[src/rtl/seq_alu_core_pkg.sv]
// Shared constants for the sequential ALU: opcodes, modes, FSM states and
// the signed-overflow rule used by every add/subtract flavour.
package seq_alu_core_pkg;

  // Logic-mode opcodes (m = M_LOGIC)
  localparam logic [2:0] OP_AND   = 3'd0;
  localparam logic [2:0] OP_OR    = 3'd1;
  localparam logic [2:0] OP_NAND  = 3'd2;
  localparam logic [2:0] OP_NOR   = 3'd3;
  localparam logic [2:0] OP_XOR   = 3'd4;
  localparam logic [2:0] OP_XNOR  = 3'd5;
  localparam logic [2:0] OP_NOTA  = 3'd6;
  localparam logic [2:0] OP_NOTB  = 3'd7;

  // Arithmetic-mode opcodes (m = M_ARITH)
  localparam logic [2:0] OP_PASSA = 3'd0;
  localparam logic [2:0] OP_PASSB = 3'd1;
  localparam logic [2:0] OP_ADD   = 3'd2;
  localparam logic [2:0] OP_SUB   = 3'd3;
  localparam logic [2:0] OP_MUL   = 3'd4;
  localparam logic [2:0] OP_RSUB  = 3'd5;
  localparam logic [2:0] OP_INC   = 3'd6;
  localparam logic [2:0] OP_DEC   = 3'd7;

  localparam logic M_LOGIC = 1'b0;
  localparam logic M_ARITH = 1'b1;

  typedef enum logic [1:0] {
    ST_IDLE = 2'd0,
    ST_MUL  = 2'd1,
    ST_FIN  = 2'd2
  } state_t;

  // Two's-complement overflow: operands agree in sign, result does not.
  function automatic logic signed_ovf(input logic x_msb, input logic y_msb,
                                      input logic sum_msb);
    return (x_msb == y_msb) && (sum_msb != x_msb);
  endfunction

endpackage

[src/rtl/seq_alu_core_adder.sv]
// WIDTH-bit ripple-carry adder built from a chain of full-adder cells.
module alu_full_adder (
  input  logic x,
  input  logic y,
  input  logic ci,
  output logic sum,
  output logic co
);
  assign sum = x ^ y ^ ci;
  assign co  = (x & y) | (ci & (x ^ y));
endmodule

module alu_ripple_adder #(
  parameter int WIDTH = 4
) (
  input  logic [WIDTH-1:0] x,
  input  logic [WIDTH-1:0] y,
  input  logic             ci,
  output logic [WIDTH-1:0] sum,
  output logic             co
);
  logic [WIDTH:0] carry;

  assign carry[0] = ci;
  assign co       = carry[WIDTH];

  for (genvar i = 0; i < WIDTH; i++) begin : g_bit
    alu_full_adder u_fa (
      .x   (x[i]),
      .y   (y[i]),
      .ci  (carry[i]),
      .sum (sum[i]),
      .co  (carry[i+1])
    );
  end
endmodule

[src/rtl/seq_alu_core.sv]
// Registered ALU with start/done handshake. Logic and add-type ops finish in
// one clock; multiply runs a WIDTH-iteration shift-add loop on the shared adder.
module seq_alu_core
  import seq_alu_core_pkg::*;
#(
  parameter  int WIDTH = 4,
  localparam int CNT_W = $clog2(WIDTH + 1)
) (
  input  logic             clk,
  input  logic             rst_n,
  input  logic             start,
  input  logic [WIDTH-1:0] a,
  input  logic [WIDTH-1:0] b,
  input  logic             c_in,
  input  logic [2:0]       op,
  input  logic             m,
  output logic             busy,
  output logic             done,
  output logic [WIDTH-1:0] s,
  output logic [WIDTH-1:0] s_hi,
  output logic             c_out,
  output logic             zero,
  output logic             ovf
);

  state_t           state;
  logic [CNT_W-1:0] cnt;
  logic [WIDTH-1:0] mcand;
  logic [WIDTH-1:0] mplier;
  logic [WIDTH-1:0] acc_hi;
  logic [WIDTH-1:0] acc_lo;

  logic [WIDTH-1:0] add_x;
  logic [WIDTH-1:0] add_y;
  logic             add_ci;
  logic [WIDTH-1:0] add_sum;
  logic             add_co;

  logic [WIDTH-1:0] res_s;
  logic             res_c;
  logic             res_v;

  logic [WIDTH-1:0] acc_hi_nx;
  logic [WIDTH-1:0] acc_lo_nx;
  logic             is_mul;
  logic             last_iter;

  assign is_mul    = (m == M_ARITH) && (op == OP_MUL);
  assign last_iter = (cnt == CNT_W'(WIDTH - 1));

  // Accumulate step: {carry, sum, acc_lo} shifted right by one.
  assign acc_hi_nx = {add_co, add_sum[WIDTH-1:1]};
  assign acc_lo_nx = {add_sum[0], acc_lo[WIDTH-1:1]};

  // Select adder operands: multiply accumulate while in MUL, else the live op.
  always_comb begin
    // NOTE: every combinational output gets a default first so no path can
    // leave it unassigned, which would otherwise infer a latch.
    add_x  = a;
    add_y  = '0;
    add_ci = 1'b0;
    if (state == ST_MUL) begin
      add_x = acc_hi;
      add_y = mplier[0] ? mcand : '0;
    end else if (m == M_ARITH) begin
      case (op)
        OP_ADD:  begin add_y = b;  add_ci = c_in; end
        OP_SUB:  begin add_y = ~b; add_ci = 1'b1; end
        OP_RSUB: begin add_x = b;  add_y = ~a; add_ci = 1'b1; end
        OP_INC:  add_ci = 1'b1;
        OP_DEC:  add_y = '1;
        default: ;
      endcase
    end
  end

  alu_ripple_adder #(.WIDTH(WIDTH)) u_adder (
    .x   (add_x),
    .y   (add_y),
    .ci  (add_ci),
    .sum (add_sum),
    .co  (add_co)
  );

  // Single-cycle result and flags for the op presented on the inputs.
  always_comb begin
    res_s = '0;
    res_c = 1'b0;
    res_v = 1'b0;
    if (m == M_LOGIC) begin
      case (op)
        OP_AND:  res_s = a & b;
        OP_OR:   res_s = a | b;
        OP_NAND: res_s = ~(a & b);
        OP_NOR:  res_s = ~(a | b);
        OP_XOR:  res_s = a ^ b;
        OP_XNOR: res_s = ~(a ^ b);
        OP_NOTA: res_s = ~a;
        default: res_s = ~b;
      endcase
    end else begin
      case (op)
        OP_PASSA: res_s = a;
        OP_PASSB: res_s = b;
        OP_MUL:   res_s = '0;
        default: begin
          res_s = add_sum;
          res_c = add_co;
          res_v = signed_ovf(add_x[WIDTH-1], add_y[WIDTH-1], add_sum[WIDTH-1]);
        end
      endcase
    end
  end

  // Control FSM with registered outputs; FIN behaves like IDLE for new starts
  // so an op can be launched in the same cycle done is high.
  always_ff @(posedge clk or negedge rst_n) begin
    // NOTE: sequential state uses non-blocking assignments only, so every
    // register sees the pre-edge value of every other register.
    if (!rst_n) begin
      state  <= ST_IDLE;
      cnt    <= '0;
      mcand  <= '0;
      mplier <= '0;
      acc_hi <= '0;
      acc_lo <= '0;
      busy   <= 1'b0;
      done   <= 1'b0;
      s      <= '0;
      s_hi   <= '0;
      c_out  <= 1'b0;
      zero   <= 1'b0;
      ovf    <= 1'b0;
    end else begin
      done <= 1'b0;
      case (state)
        ST_IDLE, ST_FIN: begin
          state <= ST_IDLE;
          if (start) begin
            if (is_mul) begin
              acc_hi <= '0;
              acc_lo <= '0;
              mcand  <= a;
              mplier <= b;
              cnt    <= '0;
              busy   <= 1'b1;
              state  <= ST_MUL;
            end else begin
              s     <= res_s;
              s_hi  <= '0;
              c_out <= res_c;
              ovf   <= res_v;
              zero  <= (res_s == '0);
              done  <= 1'b1;
            end
          end
        end
        ST_MUL: begin
          acc_hi <= acc_hi_nx;
          acc_lo <= acc_lo_nx;
          mplier <= mplier >> 1;
          cnt    <= cnt + CNT_W'(1);
          if (last_iter) begin
            s     <= acc_lo_nx;
            s_hi  <= acc_hi_nx;
            c_out <= |acc_hi_nx;
            ovf   <= 1'b0;
            zero  <= ({acc_hi_nx, acc_lo_nx} == '0);
            done  <= 1'b1;
            busy  <= 1'b0;
            state <= ST_FIN;
          end
        end
        default: state <= ST_IDLE;
      endcase
    end
  end

endmodule

[config.mk]
export PLATFORM = sky130hd
export DESIGN_NAME = seq_alu_core
export DESIGN_NICKNAME = d
export VERILOG_FILES = /design/src/rtl/seq_alu_core_pkg.sv /design/src/rtl/seq_alu_core_adder.sv /design/src/rtl/seq_alu_core.sv
export SDC_FILE = /design/constraint.sdc
export NUM_CORES = 1
export LEC_CHECK = 0
export CAP_MARGIN = 20
export CORE_ASPECT_RATIO = 1.1
export CORE_MARGIN = 5
export CORE_UTILIZATION = 29
export CTS_CLUSTER_SIZE = 25
export DETAILED_ROUTE_END_ITERATION = 16
export PLACE_DENSITY = 0.46
export SYNTH_ARGS = -nofsm -noshare
export SYNTH_HDL_FRONTEND = slang
export SYNTH_SLANG_ARGS = --single-unit
[constraint.sdc]
create_clock -name clk -period 3.9 [get_ports clk]
set_input_delay 0.78 -clock clk [delete_from_list [all_inputs] [get_ports clk]]
set_output_delay 0.78 -clock clk [all_outputs]
set_load 0.005 [all_outputs]
Word level (Yosys, flattened, before mapping)
Index checks and enable logic that the tools add are counted.
{"block": "op_classes", "addsub": 1, "eq_ne": 16, "n_mux": 58, "bitwise_logic": 28, "n_reduce_logical": 15}
{"cell": "two-way mux 4 bit", "count": 17}
{"cell": "one-hot mux 4 bit (2 select lines)", "count": 5}
{"cell": "one-hot mux 4 bit (7 select lines)", "count": 1}
{"cell": "two-way mux 1 bit", "count": 22}
{"cell": "NOT 4 bit", "count": 5}
{"cell": "one-hot mux 4 bit (4 select lines)", "count": 1}
{"cell": "equality test 3 bit (second input constant)", "count": 4}
{"cell": "one-hot mux 1 bit (2 select lines)", "count": 6}
{"cell": "one-hot mux 4 bit (3 select lines)", "count": 1}
{"cell": "equality test 3 x 2 -> 1 bit (second input constant)", "count": 3}
{"cell": "bitwise AND 1 bit", "count": 8}
{"cell": "zero test 8 bit", "count": 1}
{"cell": "!= test 2 bit (second input constant)", "count": 4}
{"cell": "AND reduction 4 bit", "count": 2}
{"cell": "bitwise XOR 1 bit", "count": 8}
{"cell": "two-way mux 3 bit", "count": 2}
{"cell": "one-hot mux 3 bit (2 select lines)", "count": 1}
{"cell": "AND reduction 3 bit", "count": 2}
{"cell": "OR reduction 3 bit", "count": 2}
{"cell": "bitwise AND 4 bit", "count": 1}
{"cell": "zero test 4 bit", "count": 1}
{"cell": "bitwise OR 1 bit", "count": 4}
{"cell": "bitwise OR 4 bit", "count": 1}
{"cell": "one-hot mux 2 bit (2 select lines)", "count": 1}
{"cell": "14 further kinds", "count": 15}
{"block": "totals", "reg_bits": 34, "out_inout_bits": 13}

Longest topological paths before layout
Gate-level depths: netlist of run 1.
{"block": "logic_depth", "word_depth": 19, "ltp_mapped": 19, "depth_no_buf": 18}

Modules after synthesis
A second synthesis of run 1 with hierarchy kept.
{"block": "hier_totals", "cells_unflattened": 274, "area_unflattened_um2": 2339.7}
{"mod": "seq_alu_core", "instances": 1, "cells_each": 270, "area_per_inst_um2": 2259.7, "seq_area_each_um2": 825.8}
{"mod": "alu_full_adder", "instances": 4, "cells_each": 1, "area_per_inst_um2": 20.0, "seq_area_each_um2": 0.0}

Least setup slack after synthesis of run 1
No wires, ideal clock.
{"block": "synth_path", "path_type": "input port to flip-flop", "start": "in op[1]", "end": "reg zero", "setup_ps": 125, "t_arrival_ps": 3621, "t_required_ps": 3775, "setup_slack_ps": 154, "cell_stages": 17, "cell_sequence": "buf_4 -> buf_2 -> o21ai_0 -> o21ai_0 -> a22oi_1 -> nor2_1 -> a31oi_1 -> fa_1 -> inv_1 -> fa_1 -> fa_1 -> inv_1 -> fa_1 -> a221oi_1 -> a21oi_1 -> nand3_1 -> o21ai_1"}
{"block": "synth_between", "elab_chain_len": 18, "word_cells_on_any_way": 50, "classes_between": "eq/ne (8); mux (16); bitwise (20); reduce/logical (6)"}
{"item": "start, declared", "line": "seq_alu_core.sv:15", "text": "input logic [2:0] op,"}
{"item": "equality test 3 bit (tied with other cells)", "line": "seq_alu_core.sv:66", "text": "case (op)"}
{"item": "one-hot mux 4 bit (4 select lines) (tied with other cells)", "line": "seq_alu_core.sv:66"}
{"item": "two-way mux 4 bit / one-hot mux 1 bit (2 select lines) (equally long branches)", "line": "seq_alu_core.sv:65, seq_alu_core.sv:66"}
{"item": "two-way mux 4 bit / two-way mux 1 bit (equally long branches)", "line": "seq_alu_core.sv:62, seq_alu_core.sv:65"}
{"item": "bitwise XOR 1 bit / two-way mux 1 bit (equally long branches)", "line": "seq_alu_core_adder.sv:9, seq_alu_core_adder.sv:10, seq_alu_core.sv:62"}
{"item": "bitwise AND 1 bit", "line": "seq_alu_core_adder.sv:10", "text": "assign co = (x & y) | (ci & (x ^ y));"}
{"item": "bitwise OR 1 bit", "line": "seq_alu_core_adder.sv:10"}
{"item": "bitwise AND 1 bit", "line": "seq_alu_core_adder.sv:10"}
{"item": "[... 2 more ...]"}
{"item": "bitwise OR 1 bit", "line": "seq_alu_core_adder.sv:10"}
{"item": "bitwise XOR 1 bit", "line": "seq_alu_core_adder.sv:9", "text": "assign sum = x ^ y ^ ci;"}
{"item": "one-hot mux 4 bit (3 select lines)", "line": "seq_alu_core.sv:102", "text": "case (op)"}
{"item": "two-way mux 4 bit", "line": "seq_alu_core.sv:90", "text": "if (m == M_LOGIC) begin"}
{"item": "zero test 4 bit", "line": "seq_alu_core.sv:153", "text": "zero <= (res_s == '0);"}
{"item": "two-way mux 1 bit", "line": "seq_alu_core.sv:140", "text": "if (is_mul) begin"}
{"item": "two-way mux 1 bit", "line": "seq_alu_core.sv:139", "text": "if (start) begin"}
{"item": "one-hot mux 1 bit (2 select lines)", "line": "seq_alu_core.sv:136", "text": "case (state)"}
{"item": "end signal, assigned", "line": "seq_alu_core.sv:153"}
{"item": "end signal, assigned", "line": "seq_alu_core.sv:168", "text": "zero <= ({acc_hi_nx, acc_lo_nx} == '0);"}
{"item": "end, declared", "line": "seq_alu_core.sv:22", "text": "output logic zero,"}
Several ways; a longest one is shown, not always the timed one. The select of a mux whose other input is x is not followed.
A chain may end at the register's enable or synchronous reset.

Final worst setup path of run 1
Same ends and word-level chain as after synthesis.

==> results of run 1 <==
==> registers in the layout, indices dropped and copies added, names as in the netlist, 2 cells and up <==
signal	cells
acc_hi	4
acc_lo	3
cnt	3
mcand	4
mplier	4
s	4
s_hi	4
state	2
==> area by class of cell <==
class	instances	area (um2)
fill	831	4640
multi-input combinational	207	1370
sequential	33	826
timing repair buffer	75	668
tap	108	135
clock buffer	7	86.3
inverter	20	75.1
clock inverter	1	30.0
==> per-layer routing <==
metal | global-route usage | part of all wire
met5 | 0 | 0
met4 | 0.0495 | 0.020
met3 | 0.0247 | 0.045
met2 | 0.221 | 0.47
met1 | 0.203 | 0.47
==> where the power goes <==
| part | total, mW | leakage [nW] | switching, mW | internal [mW] |
|---|---|---|---|---|
| Sequential | 0.555 | 0.428 | 0.0809 | 0.475 |
| Combinational | 0.809 | 0.993 | 0.421 | 0.388 |
| Clock | 0.334 | 0.0585 | 0.126 | 0.208 |
| Total | 1.70 | 1.48 | 0.627 | 1.07 |
==> cell families (layout without fill, tap and decap cells) <==
group	Yosys count	after routing	synth area share
simple gates	95	95	0.190
compound gates	87	87	0.241
buf+inv	39	103	0.0748
flops	33	33	0.358
fa+ha+maj	15	15	0.0944
xor+xnor	5	5	0.0190
mux	5	5	0.0228
==> critical path, stage by stage <==
cell and delay, ns:
dlymetal6s2s_1 0.13, buf_6 0.13, o21ai_1 0.12, o21ai_1 0.08, a22oi_2 0.18, nor2_2 0.06
a31oi_2 0.18, fa_2 0.22, inv_1 0.05, fa_2 0.40, fa_2 0.39, inv_2 0.06
fa_2 0.48, a221oi_2 0.32, a21oi_2 0.06, nand3_1 0.07, o21ai_1 0.05
==> Yosys cell counts, types with 2 or more instances <==
| cell type | number | share of area |
|---|---|---|
| buf_4 | 3 | 0.0098 |
| a32oi_1 | 3 | 0.011 |
| xor2_1 | 2 | 0.0076 |
| a21oi_1 | 16 | 0.035 |
| nand4_1 | 2 | 0.0054 |
| buf_2 | 6 | 0.013 |
| a221oi_1 | 2 | 0.0076 |
| fa_1 | 4 | 0.035 |
| a211oi_1 | 2 | 0.0065 |
| dfrtp_1 | 33 | 0.36 |
| o31ai_1 | 4 | 0.013 |
| nor3b_1 | 2 | 0.0065 |
| clkbuf_1 | 9 | 0.015 |
| ha_1 | 11 | 0.060 |
| nand2b_1 | 5 | 0.014 |
| nor2b_1 | 8 | 0.022 |
| nand3_1 | 10 | 0.022 |
| mux2_2 | 2 | 0.0098 |
| xnor2_1 | 3 | 0.011 |
| nor2_1 | 19 | 0.031 |
| mux2i_1 | 3 | 0.013 |
| a22o_1 | 2 | 0.0076 |
| a21o_1 | 3 | 0.0098 |
| nand2_1 | 39 | 0.063 |
| o21ai_0 | 32 | 0.069 |
| o21ai_1 | 2 | 0.0043 |
| inv_1 | 20 | 0.033 |
| a22oi_1 | 5 | 0.016 |
| and2_1 | 3 | 0.0081 |
| o22ai_1 | 3 | 0.0081 |
| o2111ai_1 | 2 | 0.0076 |
| nor3_1 | 3 | 0.0065 |
==> per-stage QoR <==
stage	power [mW]	area, um2	worst slack, ns
after floorplan	0.972	2310	0.154
after global placement	1.32	2900	-0.372
after detailed placement	1.32	2900	-0.351
after CTS	1.67	3020	-0.00731
after global routing	1.83	3190	0.0900
final	1.70	3190	0.281
==> timing repair <==
item | CTS | global route
resized for setup | 3 | 29
endpoints found under the hold margin | 0 | 0
cloned | 0 | 1
pin swaps | 1 | 13
endpoints found under the setup margin | 6 | 7
setup buffers | 0 | 10
==> final timing paths <==
check / end / slack (ns) / cells after the start
worst max-delay path: zero$_DFFE_PN0P_ / 0.28 / 17
worst min-delay path: s[0]$_DFFE_PN0P_ / 0.48 / 1
worst max register to register: zero$_DFFE_PN0P_ / 0.67 / 15
worst min register to register: s[0]$_DFFE_PN0P_ / 0.48 / 1
max in group asynchronous: mcand[1]$_DFFE_PN0P_ / 2.69 / 2
min in group asynchronous: s[0]$_DFFE_PN0P_ / 0.89 / 2
==> reports/results.ini, run 1 <==
[status]
status=completed

[clocking]
h-tree-depth=2
clkSinkCount=33
cts_tree=yes
root_buffer=clkbuf_8
clk_pin_slew_worst_paths_ns=0.07
clockBufferDepth=2
cts_hold_buffers=0
cts_buffers=5
clock_latency_ns=0.29

[global_route]
grt_pass1_vias=2161
track_usage=0.144
grt_max_degree=34
grt_remaining_overflow=0
grt_first_pass_wirelength_um=11300
antenna_found_initial=0

[flow_run]
max_cap_violations=0

[sta]
maxSlewViolCount=0
worst_pin_slew_ns=0.503
setup_viol=0
fin_skew_ns=0.00804
rsz0062_at_grt=false
fin_crit_ns=3.62
finalCritPeriodShare=0.928
final_hold_viol_count=0
fmax_mhz=276
tns_ns=0
holdWs_ns=0.483
max_slew_margin=0.664

[logic_synthesis]
synth_warnings=0
synth-edff-count=0
syn_inst=279
syn_nets=310
yosysUniqueCellTypes=48
ys_ff_latch=33
async_reset_ff_frac=1.00
syn_area_mm2=0.00231
synth_area_per_cell_um2=8.27
ys_seq_area_frac=0.358
synthFlopType=dfrtp_1

[die]
start_util=0.295
die_h_um=104
pin_count=29
die_x_um=95.0
core_mm2=0.00783
dieArea_mm2=0.00984
rows=34

[pwr]
p_leak_nw=1.48
ir_worst_vdd_v=0.000243
p_per_area_mw_per_mm2=532

[hold_path]
min_from=s[0]$_DFFE_PN0P_
hold_path_class=flop to flop

[worst_setup_path]
arrival_ns=3.79
worstSetupStartpointType=primary input
critPathMaxFanout=5
critPathKind=primary input to flop
r2r-start=state[1]$_DFFE_PN0N_
cp-startpoint=op[1]
crit_required_ns=4.07
crit_path_end_kind=flop

[placement]
place_hpwl_um=5160
place_inst=432
buffer_ports.inserted=28
routabilityCongestion=0.839

[detailed_routing]
wl_per_cell_um=15.5
via_per_inst=4.85
ant_nets=0
drt-total-wl_um=7010
drc=0
detailroute.via_count=2186
drt-pass1-iter-count=4
drt-initial-drc-count=125

[layout]
layoutNonFillerInstCount=451
drive_above_1_share=0.219
syn2layout_area_growth_pct=38.3
n_antenna_cell=0
layout_common_cells=41 x buf_4, 37 x nand2_1, 33 x dfrtp_1
nNetsFinal=373
final_common_cell=buf_4
final_core_util=0.408

No activity file was read; power rests on OpenSTA's default activity.
==> inputs of run 2 (changes only) <==
--- a/config.mk
+++ b/config.mk
@@ -6,7 +6,7 @@
 export NUM_CORES = 1
 export LEC_CHECK = 0
 export CAP_MARGIN = 20
-export CORE_ASPECT_RATIO = 1.1
+export CORE_ASPECT_RATIO = 2
 export CORE_MARGIN = 5
 export CORE_UTILIZATION = 29
 export CTS_CLUSTER_SIZE = 25
==> run 2 against run 1 <==
Against the previous run: final cell count fell by 3.1%; setup slack lost 0.052 ns; critical path depth shrank 1; critical endpoint is now s[3]$_DFFE_PN0P_; wire length is 4.0% higher; design area grew 0.16%; highest routed layer unchanged; register-to-register slack barely moved; die area rose by 1.1%; sequential share of layout area barely moved; flip-flop and latch count did not move; first-iteration DRC count up 7.2%; core utilization increased by 0.064 points.
==> reports/results.ini, run 2 (synthesis gave the netlist of run 1 again) <==
[detailed_routing]
wl_per_cell_um=16.7  ; +7.3%
drt-total-wl_um=7290  ; +4.0%
drt-pass1-iter-count=4  ; unchanged
drc=0  ; unchanged
ant_nets=0  ; unchanged
detailroute.via_count=2242  ; +2.6%
via_per_inst=5.13  ; +5.8%
drt-initial-drc-count=134  ; +7.2%

[sta]
max_slew_margin=0.654  ; -0.0101
maxSlewViolCount=0  ; unchanged
finalCritPeriodShare=0.941  ; +0.0134
setup_viol=0  ; unchanged
worst_pin_slew_ns=0.518  ; +0.0152 ns
tns_ns=0  ; unchanged
fin_crit_ns=3.67  ; +0.0521 ns
fmax_mhz=272  ; -1.4%
fin_skew_ns=0.00814  ; +0.000106 ns
rsz0062_at_grt=false
holdWs_ns=0.479  ; -0.00455 ns
final_hold_viol_count=0  ; unchanged

[die]
dieArea_mm2=0.00995  ; +1.1%
die_h_um=136  ; +31%
pin_count=29  ; unchanged
core_mm2=0.00783  ; unchanged
start_util=0.295  ; unchanged
die_x_um=73.1  ; -23%
rows=46  ; +35%

[worst_setup_path]
arrival_ns=3.89  ; +0.10 ns
critPathKind=primary input to flop
worstSetupStartpointType=primary input
slowest_delay_ns=0.46  ; -0.02 ns
crit_top_cell=fa_2
slowest_stage=fa_2
critPathMaxFanout=7  ; +2
crit_required_ns=4.12  ; +0.05 ns
crit_path_end_kind=flop
crit_path_cell_trace=dlygate4sd2_1, buf_6, nor3b_2, a22oi_1, nor2_2, a31oi_2, fa_2, inv_2, fa_2, fa_2, inv_2, fa_2, a221oi_2, a21oi_2, nand2_1, a22o_1

[clocking]
clockBufferDepth=2  ; unchanged
clock_latency_ns=0.28  ; about the same
h-tree-depth=2  ; unchanged
clkSinkCount=33  ; unchanged
cts_buffers=5  ; unchanged
clk_pin_slew_worst_paths_ns=0.05  ; -0.02 ns
cts_hold_buffers=0  ; unchanged
root_buffer=clkbuf_16
cts_tree=yes

[global_route]
grt_first_pass_wirelength_um=11900  ; +5.4%
track_usage=0.157  ; +0.0124
antenna_found_initial=0  ; unchanged
grt_pass1_vias=2345  ; +8.5%
grt_max_degree=34  ; unchanged
grt_remaining_overflow=0  ; unchanged

[placement]
routabilityCongestion=0.940  ; +12%
place_hpwl_um=5630  ; +9.1%
buffer_ports.inserted=28  ; unchanged

[layout]
n_antenna_cell=0  ; unchanged
layout_common_cells=41 x buf_4, 38 x nand2_1, 33 x dfrtp_1
final_common_cell=buf_4
drive_above_1_share=0.214  ; -0.00458
syn2layout_area_growth_pct=38.6
nNetsFinal=371  ; -0.54%
final_core_util=0.408  ; +0.000639

[flow_run]
max_cap_violations=0  ; unchanged

[hold_path]
hold_path_class=flop to flop

[status]
status=completed

[pwr]
p_leak_nw=1.48  ; +0.25%
ir_worst_vdd_v=0.000423  ; +74%
p_per_area_mw_per_mm2=573  ; +7.7%

==> run 2: changes by cell type in the layout (fill, tap and decap cells not counted), sizes merged <==
cell and delta:
buf -2, dlymetal6s2s -1, dlygate4sd2 +1
==> run 2: area by class of cell <==
class                   instances  area, um2
multi-input cells             207       1360
clock buffers                   7        143
clock inverters                 1       30.0
inverters                      20       75.1
fillers                       839       4630
well taps                      96        120
flip-flops and latches         33        826
repair buffers                 73        644
==> run 2: timing repair <==
item,CTS,global route
pin swaps,4,9
gates resized for setup,11,18
setup endpoints to repair,5,7
setup buffers,0,1
==> run 2: worst paths after layout <==
path                                  startpoint                     to  slack [ns]  cells past startpoint
setup / recovery                           op[1]       s[3]$_DFFE_PN0P_        0.23                     16
hold / removal             mplier[1]$_DFFE_PN0P_  mplier[0]$_DFFE_PN0P_        0.48                      2
setup reg to reg            state[0]$_DFFE_PN0N_       s[3]$_DFFE_PN0P_        0.67                     11
hold reg to reg            mplier[1]$_DFFE_PN0P_  mplier[0]$_DFFE_PN0P_        0.48                      2
max in group asynchronous                  rst_n       s[3]$_DFFE_PN0P_        2.66                      2
min in group asynchronous                  rst_n   mcand[0]$_DFFE_PN0P_        0.91                      2
==> run 2: report_power, final <==
| part | leakage, nW | switching [mW] | internal (mW) |
|---|---|---|---|
| clock | 0.0841 | 0.149 | 0.319 |
| sequential | 0.428 | 0.0812 | 0.475 |
| combinational | 0.971 | 0.420 | 0.387 |
| total | 1.48 | 0.651 | 1.18 |
==> run 2: worst max-delay path: cells and delay by family <==
kind,cells,cell delay [ns]
buffers and inverters,4,0.48
adder cells (fa/ha/maj),4,1.43
AND/OR/NAND/NOR,3,0.31
AO/OA/AOI/OAI,5,0.89
==> run 2: through the flow <==
stage / setup slack (ns) / power, mW / cells / cell area [um2]
floorplan: 0.154 / 0.972 / 279 / 2310
global placement: -0.321 / 1.34 / 428 / 2940
detailed placement: -0.346 / 1.35 / 428 / 2940
CTS: 0.0137 / 1.85 / 436 / 3150
global route: 0.00145 / 1.98 / 437 / 3200
finish: 0.229 / 1.83 / 437 / 3200
==> run 2: per-layer routing <==
layer | wire length, um | GRT usage | up-vias
met5 | 0 | 0 | -
met2 | 3640 | 0.261 | 57
met1 | 2900 | 0.179 | 1067
li1 | - | - | 1093
met4 | 439 | 0.0934 | 0
met3 | 306 | 0.0318 | 25
